<file path="src/rtl/lif_layer_scheduler_if.sv">
// Handshake and data bundle of the LIF layer scheduler.
//   master : drives start/clear, per-timestep input spikes and LIF config
//   slave  : the scheduler; returns busy, done pulse and output spikes
interface lif_layer_scheduler_if #(
  parameter int WIDTH       = 16,
  parameter int NUM_NEURONS = 8
);
  logic                   start;
  logic                   clear;
  logic [NUM_NEURONS-1:0] input_spikes;
  logic [WIDTH-1:0]       leak_factor;
  logic [WIDTH-1:0]       threshold;
  logic [WIDTH-1:0]       reset_value;
  logic                   busy;
  logic                   done;
  logic [NUM_NEURONS-1:0] spikes_out;

  modport master (
    output start, clear, input_spikes, leak_factor, threshold, reset_value,
    input  busy, done, spikes_out
  );

  modport slave (
    input  start, clear, input_spikes, leak_factor, threshold, reset_value,
    output busy, done, spikes_out
  );
endinterface

</file>
<file path="src/rtl/lif_layer_scheduler.sv">
// Time-multiplexed leaky integrate-and-fire layer: one shared update
// datapath walks NUM_NEURONS potentials, one neuron per clock, per timestep.
// Ports:
//   clk   : rising-edge clock
//   rst   : asynchronous active-high reset
//   sched : slave side of lif_layer_scheduler_if (start/clear, spikes in,
//           leak/threshold/reset config, busy/done/spikes_out)
//
// state    | meaning
// ---------+-------------------------------------------------------------
// S_IDLE   | waiting; clear zeroes potentials, start latches inputs/config
// S_UPDATE | neuron idx_q leaked, integrated and fired this cycle
// S_DONE   | one cycle; done high, spikes_out holds the new timestep
module lif_layer_scheduler #(
  parameter int WIDTH       = 16,
  parameter int FRACTIONAL  = 8,
  parameter int NUM_NEURONS = 8
) (
  input logic                  clk,
  input logic                  rst,
  lif_layer_scheduler_if.slave sched
);
  localparam int IDX_W = $clog2(NUM_NEURONS);
  localparam logic [IDX_W-1:0] LAST_IDX  = IDX_W'(NUM_NEURONS - 1);
  localparam logic [WIDTH:0]   SPIKE_INC = {{WIDTH{1'b0}}, 1'b1} << FRACTIONAL;

  typedef enum logic [1:0] {S_IDLE, S_UPDATE, S_DONE} state_t;

  state_t                 state_q, state_d;
  logic [IDX_W-1:0]       idx_q, idx_d;
  logic [WIDTH-1:0]       pot_q [NUM_NEURONS];
  logic [WIDTH-1:0]       pot_d [NUM_NEURONS];
  logic [NUM_NEURONS-1:0] spk_in_q, spk_in_d;
  logic [WIDTH-1:0]       leak_q, leak_d;
  logic [WIDTH-1:0]       thr_q, thr_d;
  logic [WIDTH-1:0]       rst_val_q, rst_val_d;
  logic [NUM_NEURONS-1:0] acc_q, acc_d;
  logic [NUM_NEURONS-1:0] spikes_out_q, spikes_out_d;

  logic [2*WIDTH-1:0]     prod;
  logic [WIDTH-1:0]       leaked;
  logic [WIDTH:0]         sum_raw;
  logic [WIDTH-1:0]       sum_sat;
  logic                   fire;

  // Shared datapath for the neuron selected by idx_q. An integer part that
  // overflows WIDTH after the fractional shift saturates instead of
  // wrapping, so a gain > 1.0 pins the potential at full scale.
  always_comb begin
    prod    = {{WIDTH{1'b0}}, pot_q[idx_q]} * {{WIDTH{1'b0}}, leak_q};
    leaked  = (|prod[2*WIDTH-1:WIDTH+FRACTIONAL]) ? '1
                                                   : prod[WIDTH+FRACTIONAL-1:FRACTIONAL];
    sum_raw = {1'b0, leaked} + (spk_in_q[idx_q] ? SPIKE_INC : '0);
    sum_sat = sum_raw[WIDTH] ? '1 : sum_raw[WIDTH-1:0];
    fire    = (sum_sat >= thr_q);
  end

  always_comb begin
    state_d      = state_q;
    idx_d        = idx_q;
    pot_d        = pot_q;
    spk_in_d     = spk_in_q;
    leak_d       = leak_q;
    thr_d        = thr_q;
    rst_val_d    = rst_val_q;
    acc_d        = acc_q;
    spikes_out_d = spikes_out_q;
    case (state_q)
      S_IDLE: begin
        // clear and start together: the timestep starts from zero potentials
        if (sched.clear) begin
          for (int i = 0; i < NUM_NEURONS; i++) pot_d[i] = '0;
        end
        if (sched.start) begin
          state_d   = S_UPDATE;
          idx_d     = '0;
          acc_d     = '0;
          spk_in_d  = sched.input_spikes;
          leak_d    = sched.leak_factor;
          thr_d     = sched.threshold;
          rst_val_d = sched.reset_value;
        end
      end
      S_UPDATE: begin
        pot_d[idx_q] = fire ? rst_val_q : sum_sat;
        acc_d[idx_q] = fire;
        if (idx_q == LAST_IDX) begin
          state_d      = S_DONE;
          idx_d        = '0;
          spikes_out_d = acc_d;
        end else begin
          idx_d = idx_q + 1'b1;
        end
      end
      S_DONE:  state_d = S_IDLE;
      default: state_d = S_IDLE;
    endcase
  end

  always_ff @(posedge clk or posedge rst) begin
    if (rst) begin
      state_q      <= S_IDLE;
      idx_q        <= '0;
      for (int i = 0; i < NUM_NEURONS; i++) pot_q[i] <= '0;
      spk_in_q     <= '0;
      leak_q       <= '0;
      thr_q        <= '0;
      rst_val_q    <= '0;
      acc_q        <= '0;
      spikes_out_q <= '0;
    end else begin
      state_q      <= state_d;
      idx_q        <= idx_d;
      pot_q        <= pot_d;
      spk_in_q     <= spk_in_d;
      leak_q       <= leak_d;
      thr_q        <= thr_d;
      rst_val_q    <= rst_val_d;
      acc_q        <= acc_d;
      spikes_out_q <= spikes_out_d;
    end
  end

  assign sched.busy       = (state_q != S_IDLE);
  assign sched.done       = (state_q == S_DONE);
  assign sched.spikes_out = spikes_out_q;
endmodule

</file>
<file path="src/flat_wrapper.sv">
// flat-port wrapper written by rule: the top's interface ports become plain ports
module lif_layer_scheduler_flat 
#(
  parameter int WIDTH       = 16,
  parameter int FRACTIONAL  = 8,
  parameter int NUM_NEURONS = 8
)
  (clk, rst, sched_start, sched_clear, sched_input_spikes, sched_leak_factor, sched_threshold, sched_reset_value, sched_busy, sched_done, sched_spikes_out);
  lif_layer_scheduler_if #(.WIDTH(WIDTH), .NUM_NEURONS(NUM_NEURONS)) sched_i ();
  input logic clk;
  input logic rst;
  input wire logic [$bits(sched_i.start)-1:0] sched_start;
  input wire logic [$bits(sched_i.clear)-1:0] sched_clear;
  input wire logic [$bits(sched_i.input_spikes)-1:0] sched_input_spikes;
  input wire logic [$bits(sched_i.leak_factor)-1:0] sched_leak_factor;
  input wire logic [$bits(sched_i.threshold)-1:0] sched_threshold;
  input wire logic [$bits(sched_i.reset_value)-1:0] sched_reset_value;
  output wire logic [$bits(sched_i.busy)-1:0] sched_busy;
  output wire logic [$bits(sched_i.done)-1:0] sched_done;
  output wire logic [$bits(sched_i.spikes_out)-1:0] sched_spikes_out;
  assign sched_i.start = sched_start;
  assign sched_i.clear = sched_clear;
  assign sched_i.input_spikes = sched_input_spikes;
  assign sched_i.leak_factor = sched_leak_factor;
  assign sched_i.threshold = sched_threshold;
  assign sched_i.reset_value = sched_reset_value;
  assign sched_busy = sched_i.busy;
  assign sched_done = sched_i.done;
  assign sched_spikes_out = sched_i.spikes_out;
  lif_layer_scheduler #(.WIDTH(WIDTH), .FRACTIONAL(FRACTIONAL), .NUM_NEURONS(NUM_NEURONS)) u_core (.clk(clk), .rst(rst), .sched(sched_i));
endmodule
</file>
<file path="config.mk">
export PLATFORM = sky130hd
export DESIGN_NAME = lif_layer_scheduler_flat
export DESIGN_NICKNAME = d
export VERILOG_FILES = /design/src/rtl/lif_layer_scheduler_if.sv /design/src/rtl/lif_layer_scheduler.sv /design/src/flat_wrapper.sv
export SDC_FILE = /design/constraint.sdc
export NUM_CORES = 1
export LEC_CHECK = 0
export BUFFER_PORTS_ARGS = -buffer_cell sky130_fd_sc_hd__buf_4
export CAP_MARGIN = 20
export CORE_MARGIN = 2
export CORE_UTILIZATION = 60
export CTS_CLUSTER_DIAMETER = 50
export DETAILED_ROUTE_END_ITERATION = 8
export GPL_ROUTABILITY_DRIVEN = 0
export PLACE_DENSITY = 0.78
export SYNTH_ARGS = -nofsm -noshare
export SYNTH_HDL_FRONTEND = slang
export SYNTH_SLANG_ARGS = --single-unit
</file>
<file path="constraint.sdc">
create_clock -name clk -period 26 [get_ports clk]
set_input_delay 5.2 -clock clk [delete_from_list [all_inputs] [get_ports clk]]
set_output_delay 5.2 -clock clk [all_outputs]
set_load 0.03 [all_outputs]
</file>
==> reports/qor.yml, run 1 <==
outcome:
  status: "completed"
sta:
  fin_tns_setup_ps: 0
  slew_violations: 0
  max_freq_mhz: 68.28
  setup_slack_ps: 11360
  final.min_clock_period_ps: 14640
  max_slew_margin_pct: 24.07
  post-route-period-util_pct: 56.33
  finalHoldViolCount: 0
  rsz0062_at_grt: "false"
  finalSetupViolCount: 0
  worstMarginPinSlew_ps: 1136
  clock_skew_ps: 13.04
synth:
  ys_warn_count: 0
  syn_nets: 2459
  avgSynthCellArea_um2: 8.963
  synth_edf_count: 0
  yosys_most_used_dff: "dfrtp_1"
  syn_inst: 2085
  synth-seq-cells: 205
  ys_seq_area_share_pct: 27.45
  synth-async-reset-ratio_pct: 100.0
  synthesis.area_mm2: 0.01869
  synth_cell_types: 78
route:
  drtIter0Drc: 1376
  wl_per_cell_um: 19.92
  routed_wl_mm: 49.45
  via_per_inst: 6.137
  ant_nets: 0
  first_pass_iters: 6
  drc: 0
  via_count: 15230
die:
  die_y_um: 180.5
  core-area_mm2: 0.03067
  die_x_um: 180.5
  start_util_pct: 60.93
  num_rows: 64
  dieArea_mm2: 0.03257
  ios: 70
placed_design:
  place_ws_ps: 11580
  io_buffer_count: 69
  dpl_cell_area_mm2: 0.01940
  dp_hpwl_mm: 35.47
layout:
  nNetsFinal: 2446
  stdcell_area_mm2: 0.02026
  drive_gt1_share_pct: 8.581
  n_fill_cell: 2492
  synthToLayoutAreaGrowth_pct: 8.422
  antennaDiodeCount: 0
  fin_util_pct: 66.07
clock_network:
  cts_buffers: 24
  max-clock-path-buffers: 3
  clock_latency_ps: 550
  cts_root_buf: "clkbuf_16"
  cts_num_sinks: 205
  ctsResizeCount: 0
  hold_buffers: 0
  cts_tree: "yes"
  h-tree-depth: 1
  postCtsSetupBuffers: 0
  path_clk_slew_ps: 60
global_route:
  grt_overflow: 0
  grt_pass1_wl_mm: 81.35
  met2_usage_pct: 51.85
  first_global_vias: 15800
  grt_max_degree: 142
  grtUsageMet1_pct: 41.17
  grt_antenna_before_repair: 0
  gr-usage-met3_pct: 4.689
  grt_busiest_layer: "met2"
  grt_use_total_pct: 31.10
worst_setup_path:
  crit_path_frequent_cell: "fa_1"
  startpoint: "u_core.idx_q[0]$_DFFE_PP0P_"
  path_max_fanout: 40
  slowest_delay_ps: 1070
  cp_data_arrival_time_ps: 15070
  worstRegToRegCells: 43
  cp.required_ps: 26430
  slowest_stage: "dfrtp_1"
  r2r_start: "u_core.idx_q[0]$_DFFE_PP0P_"
  cp-end-kind: "register"
  start_kind: "register"
  crit_type: "reg -> reg"
  cp.depth: 43
  crit_family: "adder cells"
  critPathBufInv: 7
min_path:
  hp-class: "reg -> reg"
  holdPathStages: 2
  worstHoldStart: "u_core.rst_val_q[15]$_DFFE_PP0P_"
run:
  drv_cap: 0
## layout by cell type (no fill, tap or decap), types with 7 or more instances in the layout
cell       instances
and2_1           147
nand4_1           26
nor3_1            10
xnor2_1           14
mux2_1             8
a21oi_1           45
mux2i_1           11
a21o_1            14
dfrtp_1          205
and3_1             9
nand2_1          321
nand3_1          146
inv_1            254
nor2_1            34
fa_1             193
o21ai_1          135
a22oi_1           56
o21ai_2           10
nand4_2           10
o21a_1             7
nor4_1             7
clkbuf_16         24
a22o_1            10
o21ai_0           54
buf_4             84
ha_1             121
nor2b_1            8
## metrics by stage
step / std cells / hold WS (ps)
CTS: 2479 / 480.6
floorplan: 2085 / 437.9
global placement: 2437 / 458.9
global route: 2482 / 491.0
detailed placement: 2439 / 466.1
finish: 2482 / 476.7
## layer usage
layer / wire [um] / vias to the layer above / part of all wire, %
li1: - / 6873 / -
met1: 19750 / 7552 / 40
met2: 24170 / 674 / 49
met3: 3694 / 134 / 7.5
met4: 1839 / 0 / 3.7
met5: 0 / - / 0
## worst paths after layout
check / endpoint / slack [ps]
max: u_core.pot_q[57]$_DFFE_PP0P_ / 11360
min: u_core.rst_val_q[15]$_DFFE_PP0P_ / 480
max reg2reg: u_core.pot_q[57]$_DFFE_PP0P_ / 11360
min reg2reg: u_core.rst_val_q[15]$_DFFE_PP0P_ / 480
max in group asynchronous: u_core.pot_q[116]$_DFFE_PP0P_ / 19750
min in group asynchronous: u_core.rst_val_q[2]$_DFFE_PP0P_ / 4830
## cell families (layout without fill, tap and decap cells)
group	after synthesis	in the layout	synth area share (%)
adder cells (fa/ha/maj)	314	314	28.78
multiplexers	27	27	1.855
flip-flops	205	205	27.45
buffers and inverters	383	384	7.847
AND/OR/NAND/NOR	757	757	20.19
XOR/XNOR	20	20	0.9373
AO/OA/AOI/OAI	379	379	12.94
## layout make-up
class / instances / area, um2 / area share (%)
repair buffers: 89 / 743.2 / 3.668
multi-input cells: 1497 / 12120 / 59.83
clock inverters: 7 / 121.4 / 0.5990
flip-flops and latches: 205 / 5130 / 25.32
well taps: 396 / 495.5 / 2.445
clock buffers: 33 / 684.4 / 3.378
inverters: 255 / 964.7 / 4.761
## cells in the mapped netlist (45+ instances only)
master / count / area [um2]
a22oi_1: 56 / 420.4
fa_1: 193 / 3864
o21ai_1: 135 / 675.7
inv_1: 255 / 957.2
and2_1: 148 / 925.9
nand3_1: 146 / 730.7
clkbuf_1: 110 / 412.9
dfrtp_1: 205 / 5130
ha_1: 121 / 1514
a21oi_1: 45 / 225.2
o21ai_0: 54 / 270.3
nand2_1: 323 / 1212
## sequential cells by signal, indices dropped and copies added (netlist names)
name,cells
u_core.spk_in_q,8
u_core.rst_val_q,16
u_core.pot_q,128
u_core.leak_q,16
u_core.state_q,2
u_core.acc_q,8
u_core.thr_q,16
u_core.sched.spikes_out,8
u_core.idx_q,3
## worst reg2reg max path, delay by kind of cell (launching register included)
family	cells	cell delay, ps
muxes	1	440
DFF	1	1070
and+or+nand+nor	10	4160
AOI/OAI and AO/OA	15	3280
buffers and inverters	7	1240
adders and majority gates	10	4310
Power of run 1 is left out: the tool's default activity adds up to more than one toggle a clock period on the data nets, which glitch-free logic cannot reach.
==> inputs of run 2 (changes only) <==
clock period = 14.83 ns   (was 26 ns; I/O delays follow)
==> reports/qor.yml, run 2 (same netlist as run 1, synthesis figures left out) <==
global_route:
  grt_pass1_wl_mm: 81.41  # about the same
  grt_use_total_pct: 31.01  # -0.094 points
  grt_overflow: 0  # unchanged
  grt_max_degree: 130  # -8.5%
  first_global_vias: 15770  # -0.23%
  grt_antenna_before_repair: 1  # +1
route:
  wl_per_cell_um: 19.82  # -0.55%
  routed_wl_mm: 49.44  # about the same
  ant_nets: 0  # unchanged
  drc: 0  # unchanged
  first_pass_iters: 6  # unchanged
  via_per_inst: 6.124  # -0.22%
  via_count: 15280  # +0.30%
  drtIter0Drc: 1583  # +15%
clock_network:
  max-clock-path-buffers: 3  # unchanged
  cts_tree: "yes"
  path_clk_slew_ps: 70  # about the same
  cts_num_sinks: 205  # unchanged
  cts_root_buf: "clkbuf_16"
  clock_latency_ps: 540  # about the same
  cts_buffers: 24  # unchanged
  h-tree-depth: 1  # unchanged
  hold_buffers: 0  # unchanged
  ctsResizeCount: 0  # unchanged
  postCtsSetupBuffers: 0  # unchanged
worst_setup_path:
  cp_data_arrival_time_ps: 14120  # -950 ps
  slowest_delay_ps: 850  # -220 ps
  critPathBufInv: 7  # unchanged
  cp.required_ps: 15240  # -11190 ps
  crit_type: "reg -> reg"
  cp-end-kind: "register"
  slowest_stage: "nand4_1"
  start_kind: "register"
  crit_family: "adder cells"
  worstRegToRegCells: 43  # unchanged
  cp.depth: 43  # unchanged
  path_max_fanout: 22  # -45%
  crit_path_frequent_cell: "fa_1"
sta:
  fin_tns_setup_ps: 0  # unchanged
  clock_skew_ps: 27.53  # +14.50 ps
  setup_slack_ps: 1120  # -10240 ps
  finalHoldViolCount: 0  # unchanged
  worstMarginPinSlew_ps: 1090  # -45.70 ps
  max_freq_mhz: 72.94  # +6.8%
  rsz0062_at_grt: "false"
  hold_slack_ps: 486.6  # +9.870 ps
  post-route-period-util_pct: 92.44  # +36 points
  max_slew_margin_pct: 26.67  # +2.6 points
  finalSetupViolCount: 0  # unchanged
  slew_violations: 0  # unchanged
  final.min_clock_period_ps: 13710  # -934.9 ps
placed_design:
  io_buffer_count: 69  # unchanged
  place_ws_ps: 874.9  # -10700 ps
  dp_hpwl_mm: 35.82  # +0.98%
min_path:
  hp-class: "reg -> reg"
  holdPathStages: 2  # unchanged
layout:
  regMostFlops: "u_core.pot_q"
  drive_gt1_share_pct: 9.338  # +0.76 points
  final_cell_mix: "nand2_1, inv_1, dfrtp_1, fa_1, and2_1"
  antennaDiodeCount: 0  # unchanged
  nNetsFinal: 2455  # +0.37%
  synthToLayoutAreaGrowth_pct: 9.280
  fin_util_pct: 66.59  # +0.52 points
  final_common_cell: "nand2_1"
  largest_register_ffs: 128  # unchanged
die:
  core-area_mm2: 0.03067  # unchanged
  ios: 70  # unchanged
  dieArea_mm2: 0.03257  # unchanged
  start_util_pct: 60.93  # unchanged
  die_x_um: 180.5  # unchanged
  num_rows: 64  # unchanged
  die_y_um: 180.5  # unchanged
run:
  drv_cap: 0  # unchanged
outcome:
  status: "completed"
## run 2: changes by cell type in the layout (fill, tap and decap cells not counted), sizes merged
cell,change
clkbuf,-5
bufinv,+2
buf,+9
clkinvlp,+3
inv,+1
clkinv,+3
## run 2: through the flow
stage | cells | instance area (um2)
floorplan | 2085 | 18690
global placement | 2446 | 19430
detailed placement | 2448 | 19480
CTS | 2492 | 20360
global route | 2495 | 20420
finish | 2495 | 20420
## run 2: worst paths after layout
path,startpoint,to,slack [ps]
worst max register to register,u_core.idx_q[1]$_DFFE_PP0P_,u_core.pot_q[27]$_DFFE_PP0P_,1120
min in group asynchronous,rst,u_core.rst_val_q[15]$_DFFE_PP0P_,2630
max in group asynchronous,rst,u_core.pot_q[112]$_DFFE_PP0P_,10620
worst min register to register,u_core.sched.spikes_out[7]$_DFFE_PP0P_,u_core.sched.spikes_out[7]$_DFFE_PP0P_,490
worst max-delay path,u_core.idx_q[1]$_DFFE_PP0P_,u_core.pot_q[27]$_DFFE_PP0P_,1120
worst min-delay path,u_core.sched.spikes_out[7]$_DFFE_PP0P_,u_core.sched.spikes_out[7]$_DFFE_PP0P_,490
## run 2: worst register-to-register path: cells and delay by family (launching register included)
family	cells	cell delay, ps
and+or+nand+nor	11	3720
DFF	1	760
adders and majority gates	10	4220
AOI/OAI and AO/OA	15	3920
buffers and inverters	7	970
## run 2: layout make-up
class | count | area [um2]
Sequential cell | 205 | 5130
Tap cell | 396 | 495.5
Multi-Input combinational cell | 1497 | 12140
Clock inverter | 16 | 237.7
Fill cell | 2497 | 10250
Timing Repair Buffer | 98 | 810.8
Clock buffer | 28 | 645.6
Inverter | 255 | 964.7
## run 2: routing by layer
metal | share of wire [%] | GRT usage [%] | vias to the layer above
met2 | 48 | 51.97 | 709
li1 | - | - | 6911
met3 | 8.0 | 5.113 | 140
met5 | 0 | 0 | -
met4 | 4.1 | 10.84 | 0
met1 | 40 | 41.06 | 7519
Power of run 2 is left out for the same reason.
==> inputs of run 3 (changes only) <==
CTS_BUF_LIST = sky130_fd_sc_hd__clkbuf_4   (was default)
REMOVE_ABC_BUFFERS = 1   (was default)
==> reports/qor.yml, run 3 (same netlist as run 1, synthesis figures left out) <==
layout:
  drive_gt1_share_pct: 10.66  # +1.3 points
  final_common_cell: "nand2_1"
  stdcell_area_mm2: 0.02012  # -1.5%
  n_fill_cell: 2501  # +0.16%
  final_cell_mix: "nand2_1, inv_1, dfrtp_1, fa_1, and2_1"
  nNetsFinal: 2481  # +1.1%
  regMostFlops: "u_core.pot_q"
  synthToLayoutAreaGrowth_pct: 7.666
  largest_register_ffs: 128  # unchanged
die:
  start_util_pct: 60.93  # unchanged
  ios: 70  # unchanged
  core-area_mm2: 0.03067  # unchanged
  die_x_um: 180.5  # unchanged
  die_y_um: 180.5  # unchanged
  dieArea_mm2: 0.03257  # unchanged
  num_rows: 64  # unchanged
clock_network:
  path_clk_slew_ps: 70  # about the same
  clock_latency_ps: 670  # +130 ps
  cts_buffers: 48  # +100%
  cts_num_sinks: 205  # unchanged
  cts_tree: "yes"
  max-clock-path-buffers: 3  # unchanged
  cts_root_buf: "clkbuf_4"
  hold_buffers: 0  # unchanged
  ctsResizeCount: 0  # unchanged
  h-tree-depth: 2  # +1
  postCtsSetupBuffers: 0  # unchanged
worst_setup_path:
  cp_data_arrival_time_ps: 14450  # +330 ps
  start_kind: "register"
  rrSetupSlack_ps: 870  # -250 ps
  cp.required_ps: 15320  # +80 ps
  crit_type: "reg -> reg"
  crit_path_frequent_cell: "fa_1"
  slowest_stage: "nand4_1"
  cp-end-kind: "register"
  path_max_fanout: 20  # -9.1%
  slowest_delay_ps: 910  # +60 ps
placed_design:
  io_buffer_count: 69  # unchanged
  place_ws_ps: 1185  # +310.5 ps
  dpl_cell_area_mm2: 0.01944  # -0.21%
  dp_hpwl_mm: 35.08  # -2.1%
sta:
  setup_slack_ps: 871.2  # -249.2 ps
  final.min_clock_period_ps: 13960  # +249.2 ps
  fin_tns_setup_ps: 0  # unchanged
  finalHoldViolCount: 0  # unchanged
  post-route-period-util_pct: 94.13  # +1.7 points
  max_slew_margin_pct: 22.76  # -3.9 points
  finalSetupViolCount: 0  # unchanged
  clock_skew_ps: 52.97  # +25.44 ps
  max_freq_mhz: 71.64  # -1.8%
  rsz0062_at_grt: "false"
  slew_violations: 0  # unchanged
  hold_slack_ps: 486.5  # -0.04100 ps
  worstMarginPinSlew_ps: 1155  # +65.38 ps
global_route:
  grt_antenna_before_repair: 2  # +1
  first_global_vias: 15600  # -1.0%
  grt_use_total_pct: 30.00  # -1.0 points
  grt_overflow: 0  # unchanged
  grt_pass1_wl_mm: 78.99  # -3.0%
  grt_max_degree: 145  # +12%
route:
  ant_nets: 0  # unchanged
  drtIter0Drc: 1327  # -16%
  drc: 0  # unchanged
  wl_per_cell_um: 18.88  # -4.7%
  via_per_inst: 5.997  # -2.1%
  routed_wl_mm: 47.88  # -3.2%
  via_count: 15210  # -0.46%
  first_pass_iters: 6  # unchanged
outcome:
  status: "completed"
run:
  drv_cap: 0  # unchanged
min_path:
  hp-class: "reg -> reg"
==> run 3: layer usage <==
layer,wire (um),global-route usage (%),up-vias,share of wire [%]
met1,19250,39.83,7516,40
met5,0,0,-,0
met3,3687,4.931,92,7.7
li1,-,-,6992,-
met2,23730,50.47,608,50
met4,1214,9.935,0,2.5
==> run 3: final cells by class <==
cell class                      count  area, um2  area share (%)
Multi-Input combinational cell   1497      12120           60.25
Sequential cell                   205       5130           25.50
Inverter                          255      964.7           4.794
Timing Repair Buffer              100      798.3           3.967
Clock buffer                       71      533.0           2.649
Tap cell                          396      495.5           2.463
Clock inverter                     11      73.82          0.3669
Antenna cell                        1      2.502         0.01244
==> run 3: final timing paths <==
path | end | from | cells after the start
worst min-delay path | u_core.spk_in_q[4]$_DFFE_PP0P_ | u_core.spk_in_q[4]$_DFFE_PP0P_ | 2
worst max-delay path | u_core.pot_q[71]$_DFFE_PP0P_ | u_core.idx_q[1]$_DFFE_PP0P_ | 43
worst max register to register | u_core.pot_q[71]$_DFFE_PP0P_ | u_core.idx_q[1]$_DFFE_PP0P_ | 43
max in group asynchronous | u_core.pot_q[114]$_DFFE_PP0P_ | rst | 3
worst min register to register | u_core.spk_in_q[4]$_DFFE_PP0P_ | u_core.spk_in_q[4]$_DFFE_PP0P_ | 2
min in group asynchronous | u_core.thr_q[9]$_DFFE_PP0P_ | rst | 2
==> run 3: worst max-delay path, delay by kind of cell (launching register included) <==
kind	cells	cell delay, ps
AND/OR/NAND/NOR	12	4460
XOR/XNOR	1	100
buffers and inverters	7	1040
flip-flops	1	680
AO/OA/AOI/OAI	13	3110
adder cells (fa/ha/maj)	10	4340
==> run 3: per-stage QoR <==
stage	instances	util (%)
after detailed placement	2450	63.39
after floorplan	1957	-
after global placement	2450	63.39
after global routing	2536	65.60
after CTS	2532	65.37
final	2536	65.60
Power of run 3 is left out for the same reason.
